==> src/rtl/n_bit_4x1_multiplexer.sv <==
// Purpose    : n-bit 4:1 selector (A/B/C/D by S) feeding an enable-gated output register.
// Latency    : 1 clk; inputs sampled on an enabled edge appear on Y right after that edge.
// Backpressure: none; every enabled edge captures, Y_valid flags exactly those cycles.
//
// Ports:
//   clk      - single clock, all state updates on the rising edge
//   rst_n    - asynchronous active-low reset, clears Y and Y_valid immediately
//   A,B,C,D  - n-bit data inputs, selected by S = 00/01/10/11
//   S        - 2-bit select code
//   en       - capture enable for the output register
//   Y        - registered selector output, holds its value while en=0
//   Y_valid  - high for the cycle after each enabled edge
module n_bit_4x1_multiplexer #(
    parameter int n = 8
) (
    input  logic         clk,
    input  logic         rst_n,
    input  logic [n-1:0] A,
    input  logic [n-1:0] B,
    input  logic [n-1:0] C,
    input  logic [n-1:0] D,
    input  logic [1:0]   S,
    input  logic         en,
    output logic [n-1:0] Y,
    output logic         Y_valid
);

    logic [n-1:0] sel;
    logic [n-1:0] y_d;
    logic [n-1:0] y_q;
    logic         vld_d;
    logic         vld_q;

    // Fully decoded selector. The default arm is reachable only when S
    // carries X/Z in simulation, where propagating X is the honest answer.
    always_comb begin
        sel = '0;
        case (S)
            2'b00:   sel = A;
            2'b01:   sel = B;
            2'b10:   sel = C;
            2'b11:   sel = D;
            default: sel = 'x;
        endcase
    end

    // Data holds while disabled; valid is simply the registered enable.
    always_comb begin
        y_d   = en ? sel : y_q;
        vld_d = en;
    end

    always_ff @(posedge clk or negedge rst_n) begin
        if (!rst_n) begin
            y_q   <= '0;
            vld_q <= 1'b0;
        end else begin
            y_q   <= y_d;
            vld_q <= vld_d;
        end
    end

    assign Y       = y_q;
    assign Y_valid = vld_q;

endmodule

==> config.mk <==
export PLATFORM = sky130hd
export DESIGN_NAME = n_bit_4x1_multiplexer
export DESIGN_NICKNAME = d
export VERILOG_FILES = /design/src/rtl/n_bit_4x1_multiplexer.sv
export SDC_FILE = /design/constraint.sdc
export NUM_CORES = 1
export LEC_CHECK = 0
export BUFFER_PORTS_ARGS = -buffer_cell sky130_fd_sc_hd__clkbuf_2
export CAP_MARGIN = 20
export CORE_MARGIN = 4
export CORE_UTILIZATION = 30
export DETAILED_ROUTE_END_ITERATION = 8
export PLACE_DENSITY = 0.69
export SLEW_MARGIN = 5
export SYNTH_ARGS = -nofsm -noshare
export SYNTH_HDL_FRONTEND = slang
export SYNTH_SLANG_ARGS = --single-unit
==> constraint.sdc <==
create_clock -name clk -period 1.97 [get_ports clk]
set_clock_uncertainty 0.05 [all_clocks]
set_input_delay 0.4925 -clock clk [delete_from_list [all_inputs] [get_ports clk]]
set_output_delay 0.4925 -clock clk [all_outputs]
set_load 0.005 [all_outputs]
==> summary.txt <==
Outcome
  – Outcome: finished clean

Worst setup path
  – Crit-path slowest cell: dfrtp_1
  – CP Capture Type: output pin
  – Crit path max fanout: 2
  – Startpoint types: flip-flop
  – CP max stage delay: 0.39 ns
  – Data required, critical path: ~1.4 ns
  – Buf+Inv Stages, Crit Path: 1
  – Cell family with most CP delay: flip-flops
  – Worst-path cell chain: clkbuf_2
  – CP Data Arrival Time: 0.76 ns
  – Worst Path Class, Setup: reg2out

Yosys
  – Warnings from Yosys: 0
  – Syn Nets: 83
  – Register area share after synthesis: around two fifths
  – Share of the synthesized area in the top cell type: about two fifths
  – Cell variety after synth: 8
  – Synth top area cells: dfrtp_1, mux2i_1, o221ai_1, nand2b_1, buf_12
  – Cells after synthesis: 46
  – Yosys top cell by area: dfrtp_1
  – Syn avg cell area: 12.0 sq um
  – Post-synthesis cell area: about 550 sq um
  – FF+latch count, synth: 9

STA
  – Worst slew pin tran: slightly above 0.5 ns
  – Fin crit share: about two thirds
  – Final setup fails: 0
  – Worst slew margin: between 60% and 70%
  – Max Fclk: 765 MHz
  – Slew Limit Fails: 0
  – Fin. Hold Viols: 0
  – Setup TNS: 0 ns
  – RSZ-0062 raised after global routing: no
  – Tmin final: 1.31 ns

Clocking
  – Hold-fix buffers at CTS: 0
  – CTS clock-pin slew for the worst setup and hold paths: roughly 0.06 ns
  – Cts bufs inserted: 3
  – Setup Buffers After CTS: 0
  – Skew-Pair Late Insertion Delay: approximately 0.26 ns
  – Clock sinks: 9
  – Clk root buf: clkbuf_4
  – PostCTS Resize Cnt: 0
  – CTS tree: yes
  – CTS max path bufs: 2
  – Clock H-tree levels: 1

Power
  – Power per Cell Area: around 610 nW/um^2
  – Lkg Pwr: about 0.44 nW
  – Max VDD drop: 0.314 mV

Routing
  – Routed wire length: between 1000 and 1500 um
  – DRC errors left: 0
  – Initial DRT Pass Iterations: 3
  – Antenna Nets Post-Route: 0
  – Vias per inst: approximately 4.6
  – Via Count: between 500 and 600
  – Drt initial violations: 2
  – WL/cell: about 13 um

Final layout
  – Nets: 130
  – Final Non-Filler Cells: approximately 120
  – Commonest cells after routing, fill and taps aside: clkbuf_2, mux2i_1, dfrtp_1, nand2b_1, o221ai_1
  – Commonest non-fill, non-tap cell in the layout: clkbuf_2
  – Ant diodes: 0
  – Share of layout cells above drive strength 1: between 50% and 60%
  – Syn-to-layout area delta: 45.0%

Floorplan
  – IO Pins: 46
  – Chip width: approximately 51 um
  – Die height: between 50 and 60 um
  – Initial Util: approximately a third
  – Rows: 15
  – Core area: 1730 sq um
  – Die area: 2580 sq um

Global route
  – GR Util All Layers: about 12%
  – Grt ovf: 0
  – First-pass GRT wire length: between 2000 and 2500 um
  – Initial antenna violation count: 0
  – Largest net degree at the start of global routing: 17
  – Vias in the first global route: 536

Run
  – Max-Cap Viols: 0

Placed design
  – Post-DP HPWL: 1200 um
  – Placed Cells: 113
  – Port Buf Inserts: 45
  – GPL Wtd Cong: 0.605

Hold path
  – Hold Crit Class: in2async
==> through the flow <==
| stage | hold WS, ns | total power (W) | area [sq um] | worst slack, ns | utilization (%) |
|---|---|---|---|---|---|
| floorplan | 0.147 | 0.000282 | 551 | 0.749 | - |
| global placement | 0.310 | 0.000343 | 772 | 0.501 | 44.7 |
| detailed placement | 0.321 | 0.000348 | 772 | 0.453 | 44.7 |
| CTS | 0.0317 | 0.000497 | 798 | 0.652 | 46.2 |
| global route | 0.0330 | 0.000520 | 798 | 0.623 | 46.2 |
| finish | 0.0333 | 0.000485 | 798 | 0.663 | 46.2 |
==> state kept, by name, indices dropped and copies added (netlist names) <==
register and count:
Y_valid 1, Y 8
==> final timing paths <==
check / depth (start not counted) / endpoint / start / slack (ns)
setup reg to reg: 2 / Y[7]$_DFFE_PN0P_ / Y[7]$_DFFE_PN0P_ / 1.22
hold reg to reg: 2 / Y[0]$_DFFE_PN0P_ / Y[0]$_DFFE_PN0P_ / 0.45
hold / removal: 1 / Y[2]$_DFFE_PN0P_ / rst_n / 0.03
min in group clk: 1 / Y_valid$_DFF_PN0_ / en / 0.41
max in group asynchronous: 1 / Y[1]$_DFFE_PN0P_ / rst_n / 1.64
setup / recovery: 1 / Y[7] / Y[7]$_DFFE_PN0P_ / 0.66
==> worst register-to-register path, delay by kind of cell (launching register included) <==
kind	cells	cell delay (ns)
simple gates	1	0.07
compound gates	1	0.10
flops	1	0.39
==> power by group <==
| group | internal [W] | switching (W) | leakage, nW |
|---|---|---|---|
| combinational | 0.0000698 | 0.0000533 | 0.319 |
| sequential | 0.000207 | 0.0000119 | 0.110 |
| clock | 0.0000781 | 0.0000652 | 0.0150 |
| total | 0.000354 | 0.000130 | 0.443 |
==> cell families (layout without fill, tap and decap cells) <==
logic type / after synthesis / after routing / synth area share, %
and+or+nand+nor: 10 / 10 / 10.9
DFF: 9 / 9 / 40.9
AOI/OAI and AO/OA: 8 / 8 / 12.7
muxes: 16 / 16 / 29.1
buffers and inverters: 3 / 49 / 6.36
==> cell type report <==
| cell class | count | area (sq um) |
|---|---|---|
| timing repair buffer | 45 | 225 |
| clock buffer | 4 | 26.3 |
| multi-input combinational | 34 | 290 |
| fill | 180 | 928 |
| tap | 25 | 31.3 |
| sequential | 9 | 225 |
==> cell usage after synthesis <==
cell type	instances
dfrtp_1	9
o221ai_1	8
nand2_1	1
buf_6	1
buf_12	1
buf_1	1
nand2b_1	9
mux2i_1	16
==> per-layer routing <==
metal	track usage (%)	vias to the layer above	wire length, um
li1	-	270	-
met1	14.9	232	663
met2	18.0	33	619
met3	5.54	2	182
met4	5.38	0	17
met5	0	-	0
Note: power is estimated with default switching activity, not from simulation.
